==> config.mk <==
export PLATFORM = sky130hd
export DESIGN_NAME = nibble_serial_adder
export DESIGN_NICKNAME = d
export VERILOG_FILES = /design/src/rtl/nibble_serial_adder_pkg.sv /design/src/rtl/parallel_adder.sv /design/src/rtl/nibble_serial_adder.sv
export SDC_FILE = /design/constraint.sdc
export NUM_CORES = 1
export LEC_CHECK = 0
export CAP_MARGIN = 20
export CELL_PAD_IN_SITES_DETAIL_PLACEMENT = 1
export CELL_PAD_IN_SITES_GLOBAL_PLACEMENT = 1
export CORE_ASPECT_RATIO = 1.2
export CORE_MARGIN = 2
export CORE_UTILIZATION = 34
export DETAILED_ROUTE_END_ITERATION = 10
export GPL_TIMING_DRIVEN = 0
export PLACE_DENSITY = 0.82
export REMOVE_ABC_BUFFERS = 1
export SLEW_MARGIN = 10
export SYNTH_ARGS = -nofsm -noshare
export SYNTH_HDL_FRONTEND = slang
export SYNTH_SLANG_ARGS = --single-unit
export TNS_END_PERCENT = 10
==> constraint.sdc <==
create_clock -name clk -period 2.2 [get_ports clk]
set_clock_uncertainty 0.15 [all_clocks]
set_input_delay 0.33 -clock clk [delete_from_list [all_inputs] [get_ports clk]]
set_output_delay 0.33 -clock clk [all_outputs]
set_load 0.005 [all_outputs]
==> src/rtl/nibble_serial_adder_pkg.sv <==
// Shared definitions for the nibble-serial adder slice.
//   NIBBLE_W     width of one adder slice
//   nsa_state_t  control FSM encoding (IDLE -> RUN -> DONE -> IDLE)
package nibble_serial_adder_pkg;

    localparam int NIBBLE_W = 4;

    typedef enum logic [1:0] {
        S_IDLE,
        S_RUN,
        S_DONE
    } nsa_state_t;

endpackage

==> src/rtl/parallel_adder.sv <==
// 4-bit combinational ripple-carry adder.
// Ports:
//   a, b  in   NIBBLE_W  addends
//   cin   in   1         carry into bit 0
//   s     out  NIBBLE_W  sum
//   cout  out  1         carry out of the top bit
module parallel_adder
    import nibble_serial_adder_pkg::*;
(
    input  logic [NIBBLE_W-1:0] a,
    input  logic [NIBBLE_W-1:0] b,
    input  logic                cin,
    output logic [NIBBLE_W-1:0] s,
    output logic                cout
);

    always_comb begin
        logic [NIBBLE_W:0] c;
        c    = '0;
        s    = '0;
        c[0] = cin;
        for (int unsigned i = 0; i < NIBBLE_W; i++) begin
            s[i]   = a[i] ^ b[i] ^ c[i];
            c[i+1] = (a[i] & b[i]) | (c[i] & (a[i] ^ b[i]));
        end
        cout = c[NIBBLE_W];
    end

endmodule

==> src/rtl/nibble_serial_adder.sv <==
// Multi-word adder that reuses one 4-bit adder stage, one nibble per clock,
// holding the inter-nibble carry in a register.
// Optional feature macro: SUBTRACT_EN (adds the `sub` port; sub=1 computes
// op_a - op_b as op_a + ~op_b + 1, cout=1 meaning no borrow).
// Ports:
//   clk, rst          clock (rising edge), async active-high reset
//   start             request, sampled only in IDLE
//   op_a, op_b, cin   operands and carry-in, captured on accepted start
//   sub               (SUBTRACT_EN only) subtract select, captured on start
//   busy              high whenever not IDLE
//   res_valid         result available (DONE)
//   res_ready         consumer handshake
//   sum, cout         result, stable while res_valid
module nibble_serial_adder
    import nibble_serial_adder_pkg::*;
#(
    parameter int NIBBLES = 4
) (
    input  logic                          clk,
    input  logic                          rst,
    input  logic                          start,
    input  logic [NIBBLES*NIBBLE_W-1:0]   op_a,
    input  logic [NIBBLES*NIBBLE_W-1:0]   op_b,
    input  logic                          cin,
`ifdef SUBTRACT_EN
    input  logic                          sub,
`endif
    output logic                          busy,
    output logic                          res_valid,
    input  logic                          res_ready,
    output logic [NIBBLES*NIBBLE_W-1:0]   sum,
    output logic                          cout
);

    localparam int W     = NIBBLES * NIBBLE_W;
    localparam int CNT_W = $clog2(NIBBLES);

    nsa_state_t          state;
    nsa_state_t          state_nxt;
    logic [W-1:0]        a_sh;
    logic [W-1:0]        b_sh;
    logic [W-1:0]        sum_sh;
    logic                carry;
    logic [CNT_W-1:0]    cnt;
    logic [NIBBLE_W-1:0] stage_s;
    logic                stage_c;
    logic                last_nib;
    logic [W-1:0]        b_in;
    logic                c_in;

    parallel_adder u_stage (
        .a    (a_sh[NIBBLE_W-1:0]),
        .b    (b_sh[NIBBLE_W-1:0]),
        .cin  (carry),
        .s    (stage_s),
        .cout (stage_c)
    );

    assign last_nib = (cnt == CNT_W'(NIBBLES - 1));

    // Subtraction folds into the add path: invert B and force the carry-in.
`ifdef SUBTRACT_EN
    assign b_in = sub ? ~op_b : op_b;
    assign c_in = sub ? 1'b1 : cin;
`else
    assign b_in = op_b;
    assign c_in = cin;
`endif

    always_ff @(posedge clk or posedge rst) begin
        if (rst) state <= S_IDLE;
        else     state <= state_nxt;
    end

    always_comb begin
        state_nxt = state;
        case (state)
            S_IDLE:  if (start)     state_nxt = S_RUN;
            S_RUN:   if (last_nib)  state_nxt = S_DONE;
            S_DONE:  if (res_ready) state_nxt = S_IDLE;
            default:                state_nxt = S_IDLE;
        endcase
    end

    always_ff @(posedge clk or posedge rst) begin
        if (rst) begin
            a_sh   <= '0;
            b_sh   <= '0;
            sum_sh <= '0;
            carry  <= 1'b0;
            cnt    <= '0;
        end else begin
            case (state)
                S_IDLE: begin
                    if (start) begin
                        a_sh  <= op_a;
                        b_sh  <= b_in;
                        carry <= c_in;
                        cnt   <= '0;
                    end
                end
                S_RUN: begin
                    // Each nibble result enters at the top; after NIBBLES
                    // shifts nibble 0 has reached the bottom.
                    sum_sh <= {stage_s, sum_sh[W-1:NIBBLE_W]};
                    a_sh   <= a_sh >> NIBBLE_W;
                    b_sh   <= b_sh >> NIBBLE_W;
                    carry  <= stage_c;
                    if (!last_nib) cnt <= cnt + 1'b1;
                end
                default: ;
            endcase
        end
    end

    assign busy      = (state != S_IDLE);
    assign res_valid = (state == S_DONE);
    assign sum       = sum_sh;
    assign cout      = carry;

endmodule

## Word level (Yosys, flattened, before mapping)

Cells that the tools add are included.

| storage, ports and cells | value |
|---|---|
| input bits | 37 |
| output and inout bits | 19 |
| flip-flop bits (word level) | 53 |

| cells by class | value |
|---|---|
| equality and inequality tests | 7 |
| mux-type cells | 13 |
| reductions and logical operators | 6 |
| add/subtract/negate cells | 1 |
| bitwise operators | 20 |

Operators with widths:

| kind | number |
|---|---|
| case mux 16 bit (2 select lines) | 2 |
| 2-to-1 mux 16 bit | 2 |
| 2-to-1 mux 2 bit | 5 |
| AND 1 bit | 8 |
| XOR 1 bit | 8 |
| inequality test 2 bit (second input constant) | 3 |
| case mux 2 bit (3 select lines) | 1 |
| AND reduction 3 bit | 2 |
| == test 2 bit (second input constant) | 2 |
| OR 1 bit | 4 |
| case mux 2 bit (2 select lines) | 1 |
| nonzero test 2 bit | 2 |
| adder 2 x 1 -> 2 bit (second input constant) | 1 |
| == test 2 x 1 -> 1 bit (second input constant) | 1 |
| zero test 2 bit | 1 |
| inequality test 2 x 1 -> 1 bit (second input constant) | 1 |
| case mux 1 bit (2 select lines) | 1 |
| AND reduction 2 bit | 1 |
| 2-to-1 mux 1 bit | 1 |

## Depth between registers and ports, before layout

Gate-level depths: netlist (run 1).

| logic depth | value |
|---|---|
| depth after elaboration | 10 |
| mapped depth | 8 |

## By module

Synthesis (run 1) repeated with hierarchy kept, for this count alone.

| second synthesis, totals | value |
|---|---|
| cell total of the unflattened synthesis | 232 |
| area, all modules | 2556.2 um^2 |

By module, submodules not included:

| module | instances | sequential area each (um^2) | area an instance (um^2) | cells each |
|---|---|---|---|---|
| nibble_serial_adder | 1 | 1326.3 | 2438.6 | 218 |
| parallel_adder | 1 | 0.0 | 117.6 | 14 |

## Least setup slack after synthesis (run 1)

No wires, ideal clock.

| path | value |
|---|---|
| path type | register -> register |
| from | register carry, in the netlist cout |
| to | register sum_sh[15], in the netlist sum[15] |
| setup time | 0.083 ns |
| clock period less this slack | 2.248 ns |
| setup slack | -0.048 ns |
| arrival time | 2.015 ns |
| cell stages (with the launch flop) | 9 |
| required time | 1.967 ns |
| cell sequence | dfrtp_1 fa_1 inv_1 fa_1 inv_1 fa_1 inv_1 fa_1 o21ai_0 |

| on the way | value |
|---|---|
| word-level cells in the longest chain between the ends | 7 |

Ends and longest elaborated chain:

| what | line | text |
|---|---|---|
| start, declared | nibble_serial_adder.sv:43 | `logic carry;` |
| start signal, assigned | nibble_serial_adder.sv:98 | `carry <= c_in;` |
| start signal, assigned | nibble_serial_adder.sv:108 | `carry <= stage_c;` |
| AND 1 bit | parallel_adder.sv:24 | `c[i+1] = (a[i] & b[i]) \| (c[i] & (a[i] ^ b[i]));` |
| OR 1 bit | parallel_adder.sv:24 |  |
| AND 1 bit | parallel_adder.sv:24 |  |
| OR 1 bit | parallel_adder.sv:24 |  |
| AND 1 bit | parallel_adder.sv:24 |  |
| OR 1 bit | parallel_adder.sv:24 |  |
| XOR 1 bit | parallel_adder.sv:23 | `s[i] = a[i] ^ b[i] ^ c[i];` |
| end signal, assigned | nibble_serial_adder.sv:105 | `sum_sh <= {stage_s, sum_sh[W-1:NIBBLE_W]};` |
| end, declared | nibble_serial_adder.sv:42 | `logic [W-1:0] sum_sh;` |

Every way passes these cells.
A chain may end at the register's enable or synchronous reset.

## Worst setup path in the final report (run 1)

| path | value |
|---|---|
| from | register a_sh[0] |
| to | register sum_sh[15], in the netlist sum[15] |

| on the way | value |
|---|---|
| word-level cells in the longest chain between the ends | 8 |

Ends and longest elaborated chain:

| what | line | text |
|---|---|---|
| start, declared | nibble_serial_adder.sv:40 | `logic [W-1:0] a_sh;` |
| start signal, assigned | nibble_serial_adder.sv:96 | `a_sh <= op_a;` |
| start signal, assigned | nibble_serial_adder.sv:106 | `a_sh <= a_sh >> NIBBLE_W;` |
| XOR 1 bit | parallel_adder.sv:24 |  |
| AND 1 bit | parallel_adder.sv:24 |  |
| OR 1 bit * | parallel_adder.sv:24 |  |
| AND 1 bit * | parallel_adder.sv:24 |  |
| OR 1 bit * | parallel_adder.sv:24 |  |
| AND 1 bit * | parallel_adder.sv:24 |  |
| OR 1 bit * | parallel_adder.sv:24 |  |
| XOR 1 bit * | parallel_adder.sv:23 |  |

Every way passes the cells marked *; elsewhere a longest branch is shown, timed or not.

==> metrics.txt, run 1 <==
crit end category flop; worst-path fanout max 2; GPL Wtd Cong 0.7424; sequential share of the synthesized area 54.89%; relative slew slack 46.24%; Peak VDD IR 0.0004838 V; CORE AREA 0.006854 sq mm; fin nets 333; Ys Warns 0; fin worst setup slack -44.51 ps; Post-synth top cells dfrtp_1, nand2_1, a21oi_1; slew at the pin closest to its max-slew limit 806.3 ps; Layout Cell Area excl Fill 0.003139 sq mm; Netlist cell types 34; final core utilization 45.80%; Crit Path Class flop to flop; CTS root buf clkbuf_8; Clock power frac 12.6%; Clock Latency Late Sink 300 ps; final wirelength 5872 um; Synth Register Bits 53; die area 0.007799 sq mm; num ports 56; placed insts 367; fraction of layout cells with a size suffix above 1 11.00%; Async SR Flop Fraction 100.0%; Setup TNS -44.51 ps; Reg-to-Reg Start a_sh[0]$_DFFE_PP0P_; # DRC 0; Hold WS 234.8 ps; initial antenna violation count 0; first-pass GRT wire length 9825 um; DR iter-0 viols 127; DIE HEIGHT 96.34 um; PwrDens 1384 mW/mm^2; DPL Wire Length 4121 um; period utilization 102.0%; Area after DPL 0.003004 sq mm; I/O Buffers 55; RSZ-0062 raised after global routing true; Mapped Area 0.002416 sq mm; pre-CTS worst setup slack -189.7 ps; largest cells by area after synthesis dfrtp_1, nand2_1, o22ai_1; Critical Path RT 2270 ps; vias per cell 5.082; Initial Utilization 35.25%; EDFF count, synth 0; CP Cell Sequence fa_2, inv_2, fa_2, inv_2, fa_2, inv_2, fa_1, o21ai_1; Int Pwr 2.665 mW; cts bufs inserted 5; GRT Util Overall 16.61%; CTS H-tree lvls 2; Max-Cap Viols 0; Critical Path AT 2310 ps; Core Rows 33; Worst path slowest cell dfrtp_1; Area Overhead vs Synth 29.93%; final hold violation count 0; DR WL/cell 15.53 um; Setup-failing EPs final 1; part of the power in registers 41.1%; ant diodes 0; Final Max Slew Viols 0; clk slew on worst S/H paths 90 ps; Synth Flop Type dfrtp_1; Crit Reg-Reg Endpoint sum[15]$_DFFE_PP0P_; largest net degree at the start of global routing 31; clk buf depth 2; CTS tree built; non-filler instance count after layout 378; Leakage Power 1.387 nW; number of global-route vias before repair 2016; failing checks setup timing; Post-CTS Hold Fix Bufs 0; Min-Delay Path Class input pin to async pin; vias after detailed routing 1921; Avg Inst Size Synth 10.11 sq um; FF-to-FF setup slack -40 ps; cell family with most CP delay adder cells; Yosys top cell by area dfrtp_1; R2R cell count 8; status complete, but fails checks; GR Overflow Total 0; antenna violation net count after detailed routing 0; Chip Width 80.95 um; drt first pass iters 4; area share of the largest cell type after synthesis 54.89%; FMAX 445.5 MHz; CP max stage delay 420 ps; startpoint types flop; cell with the most instances after synthesis dfrtp_1; total power 4.344 mW; Comb pwr share 46.2%; Gate Count Post-Synth 239; Clock Sinks 53; CP bufs+invs 3; sw power 1.680 mW; Sw Ratio 38.66%; filler instances 787; min Tclk post-route 2245 ps
layout make-up:
class                   count  area (sq um)  share of cell area, %
flip-flops and latches     53          1329                  42.33
multi-input cells         153         943.4                  30.05
repair buffers             61         608.1                  19.37
well taps                  87         108.9                  3.468
clock buffers               7         86.33                  2.750
inverters                  17         63.81                  2.033
kinds of logic after synthesis:
| kind of cell | Yosys count | share of synthesized area [%] |
|---|---|---|
| AOI/OAI and AO/OA | 65 | 18.23 |
| adders and majority gates | 5 | 3.832 |
| buffers and inverters | 33 | 6.732 |
| DFF | 53 | 54.89 |
| and+or+nand+nor | 83 | 16.31 |
metal layers:
layer / GRT usage, % / share of wire (%) / vias to the layer above
met5: 0 / 0 / -
met4: 5.650 / 1.4 / 0
met3: 3.752 / 4.1 / 6
met2: 28.86 / 51 / 41
met1: 20.20 / 43 / 954
li1: - / - / 920
state kept, by name, indices dropped and copies added, names as in the netlist:
| name | cells |
|---|---|
| cnt | 2 |
| cout | 1 |
| state | 2 |
| b_sh | 16 |
| a_sh | 16 |
| sum | 16 |
cell usage in the layout (no fill, tap or decap), types with 2 or more instances in the layout:
master	netlist	routed
nor3b_1	2	2
buf_4	4	5
nor2_1	16	15
o21ai_0	4	3
nand2b_1	3	3
nor2b_1	5	5
a22oi_1	3	3
a22o_1	7	7
dfrtp_1	53	51
a21oi_1	19	19
fa_2	0	3
inv_2	2	6
inv_1	15	11
o22a_1	4	4
nand2_1	45	45
dfrtp_2	0	2
o31ai_1	2	2
clkbuf_8	0	6
nor3_1	5	5
a221oi_1	5	4
o2bb2ai_1	2	2
clkdlybuf4s50_1	0	55
o22ai_1	16	16
nor3b_2	2	2
worst max path at each step:
stage                             start                   end  slack (ps)  depth (start not counted)
floorplan              cout$_DFFE_PP0P_   sum[15]$_DFFE_PP0P_         -60                          8
global placement                    rst  a_sh[12]$_DFFE_PP0P_        -570                          2
detailed placement     cout$_DFFE_PP0P_   sum[15]$_DFFE_PP0P_        -190                          8
CTS                    cout$_DFFE_PP0P_   sum[15]$_DFFE_PP0P_         -80                          8
global route        a_sh[0]$_DFFE_PP0P_   sum[15]$_DFFE_PP0P_        -130                          8
finish              a_sh[0]$_DFFE_PP0P_   sum[15]$_DFFE_PP0P_         -40                          8
power groups by stage:
stage               Combinational (mW)  Clock [mW]  Sequential [mW]
global route                      2.30       0.605             1.85
detailed placement                1.92           0             1.83
floorplan                         1.18           0             1.74
CTS                               2.00       0.566             1.79
global placement                  1.81           0             1.79
finish                            2.01       0.549             1.79
timing repair:
| action | 4_1_cts | 5_1_grt |
|---|---|---|
| setup buffers | 4 | 0 |
| resized for setup | 5 | 6 |
| setup endpoints to repair | 4 | 3 |
| pin swaps | 1 | 3 |
Power figures use the tool's default switching activity.
==> run 2, diff against run 1 <==
Settings changed: CORE_ASPECT_RATIO 1.2 to 1.1.
==> run 2 against run 1 <==
The run still ends with setup timing left. Non-clock buffer count up 2. Sequential share of layout area decreased by 0.13 points. Die area about the same. Critical path type unchanged. Final cell count rose by 0.26%. Combinational power grew 2%. Routed wire length up 0.73%. Critical path depth stayed put. Setup slack gained 21 ps.
==> metrics.txt, run 2 (synthesized netlist as in run 1, its figures left out) <==
largest net degree at the start of global routing 36 (+16%); Post-CTS Hold Fix Bufs 0 (unchanged); Min-Delay Path Class input pin to async pin; num ports 56 (unchanged); Layout Cell Area excl Fill 0.003149 sq mm (+0.32%); number of global-route vias before repair 1982 (-1.7%); Crit Reg-Reg Endpoint sum[15]$_DFFE_PP0P_; Final Max Slew Viols 0 (unchanged); final wirelength 5915 um (+0.73%); GPL Wtd Cong 0.7312 (-1.5%); Area Overhead vs Synth 30.35%; CTS H-tree lvls 2 (unchanged); GR Overflow Total 0 (unchanged); Peak VDD IR 0.0005745 V (+19%); fin nets 335 (+0.60%); antenna violation net count after detailed routing 0 (unchanged); most common cell after layout, fill and taps aside clkdlybuf4s50_1; Critical Path AT 2300 ps (about the same); Hold WS 200.0 ps (-34.79 ps); # DRC 0 (unchanged); Critical Path RT 2270 ps (about the same); PwrDens 1386 mW/mm^2 (+0.17%); startpoint types flop; Initial Utilization 34.68% (-0.57 points); vias after detailed routing 1930 (+0.47%); DIE HEIGHT 92.41 um (-4.1%); first-pass GRT wire length 9584 um (-2.5%); drt first pass iters 4 (unchanged); min Tclk post-route 2223 ps (-21.15 ps); clk slew on worst S/H paths 90 ps (about the same); Clock Sinks 53 (unchanged); Clock Latency Late Sink 300 ps (about the same); commonest cells after routing, fill and taps aside clkdlybuf4s50_1, dfrtp_1, nand2_1; CP Cell Sequence fa_2, inv_2, fa_1, inv_1, fa_2, inv_2, fa_1, o21ai_1; cts bufs inserted 5 (unchanged); Core Rows 32 (-3.0%); Crit Path Class flop to flop; Setup-failing EPs final 2 (+1); FMAX 449.8 MHz (+0.95%); final core utilization 45.20% (-0.60 points); ant diodes 0 (unchanged); worst-path fanout max 2 (unchanged); fraction of layout cells with a size suffix above 1 11.56% (+0.57 points); Max-Cap Viols 0 (unchanged); CP max stage delay 420 ps (about the same); DR iter-0 viols 87 (-31%); GRT Util Overall 15.30% (-1.3 points); failing checks setup timing; Reg-to-Reg Start b_sh[0]$_DFFE_PP0P_; Chip Width 84.38 um (+4.2%); I/O Buffers 55 (unchanged); crit end category flop; Leakage Power 1.398 nW (+0.76%); initial antenna violation count 0 (unchanged); slew at the pin closest to its max-slew limit 796.7 ps (-9.628 ps); fin worst setup slack -23.36 ps (+21.15 ps); CORE AREA 0.006967 sq mm (+1.6%); final hold violation count 0 (unchanged); DR WL/cell 15.61 um (+0.47%); DPL Wire Length 4038 um (-2.0%); die area 0.007797 sq mm (about the same); CTS tree built; RSZ-0062 raised after global routing true; CTS root buf clkbuf_8; vias per cell 5.092 (+0.20%); R2R cell count 8 (unchanged); Worst path slowest cell dfrtp_1; FF-to-FF setup slack -20 ps (+20 ps); status complete, but fails checks; relative slew slack 46.89% (+0.64 points); clk buf depth 2 (unchanged); period utilization 101.1% (-0.96 points); Area after DPL 0.003002 sq mm (about the same)
run 2: cell count changes in the layout (fill, tap and decap cells not counted):
cell,before,now
fa_1,1,2
clkinvlp_4,0,1
inv_1,11,12
clkinv_2,0,2
clkbuf_1,1,0
inv_2,6,5
fa_2,3,2
buf_4,5,7
clkbuf_8,6,5
run 2: area by class of cell:
| cell class | count | area, sq um |
|---|---|---|
| clock buffers | 5 | 68.82 |
| clock inverters | 3 | 17.52 |
| fillers | 794 | 3817 |
| inverters | 17 | 63.81 |
| multi-input cells | 153 | 940.9 |
| flip-flops and latches | 53 | 1329 |
| well taps | 85 | 106.4 |
| repair buffers | 63 | 623.1 |
run 2: how the worst max path moves through the flow:
stage	startpoint	endpoint	slack (ps)
2_1_floorplan	cout$_DFFE_PP0P_	sum[15]$_DFFE_PP0P_	-60
6_report	b_sh[0]$_DFFE_PP0P_	sum[15]$_DFFE_PP0P_	-20
3_3_place_gp	rst	a_sh[12]$_DFFE_PP0P_	-580
3_5_place_dp	cout$_DFFE_PP0P_	sum[15]$_DFFE_PP0P_	-210
5_1_grt	b_sh[0]$_DFFE_PP0P_	sum[15]$_DFFE_PP0P_	-110
4_1_cts	cout$_DFFE_PP0P_	sum[15]$_DFFE_PP0P_	-50
run 2: critical path: cells and delay by family, from the launching register on:
family	cells	cell delay, ps
AO/OA/AOI/OAI	1	130
adder cells (fa/ha/maj)	4	1280
buffers and inverters	3	170
flip-flops	1	420
run 2: routing by layer:
metal / track usage [%] / part of all wire [%] / vias to the layer above / wire length (um)
met5: 0 / 0 / - / 0
li1: - / - / 923 / -
met3: 3.119 / 3.8 / 6 / 225
met1: 20.01 / 46 / 953 / 2705
met2: 25.73 / 49 / 48 / 2912
met4: 4.497 / 1.2 / 0 / 72
run 2: per-stage QoR:
stage | std cells | setup TNS (ps) | setup slack (ps) | power, mW
floorplan | 223 | -55.89 | -55.89 | 2.914
CTS | 377 | -65.63 | -52.38 | 4.377
detailed placement | 365 | -757.8 | -207.8 | 3.744
global placement | 363 | -31630 | -576.7 | 3.597
global route | 379 | -298.0 | -113.3 | 4.729
finish | 379 | -25.70 | -23.36 | 4.366
run 2: repair_timing:
item | CTS | global route
pin swaps | 2 | 3
setup buffers | 4 | 2
endpoints found under the hold margin | 0 | 0
endpoints found under the setup margin | 4 | 3
resized for setup | 9 | 0
run 2: report_power, final:
group          switching [mW]  internal, mW
combinational            1.05         0.995
clock                   0.315         0.220
sequential              0.343          1.44
total                    1.71          2.65
==> run 3, diff against run 2 <==
Settings changed: ABC_CLOCK_PERIOD_IN_PS set to 2200.
==> results of run 3 <==
No change in the layout: final DEF, timing and power equal those of run 2.
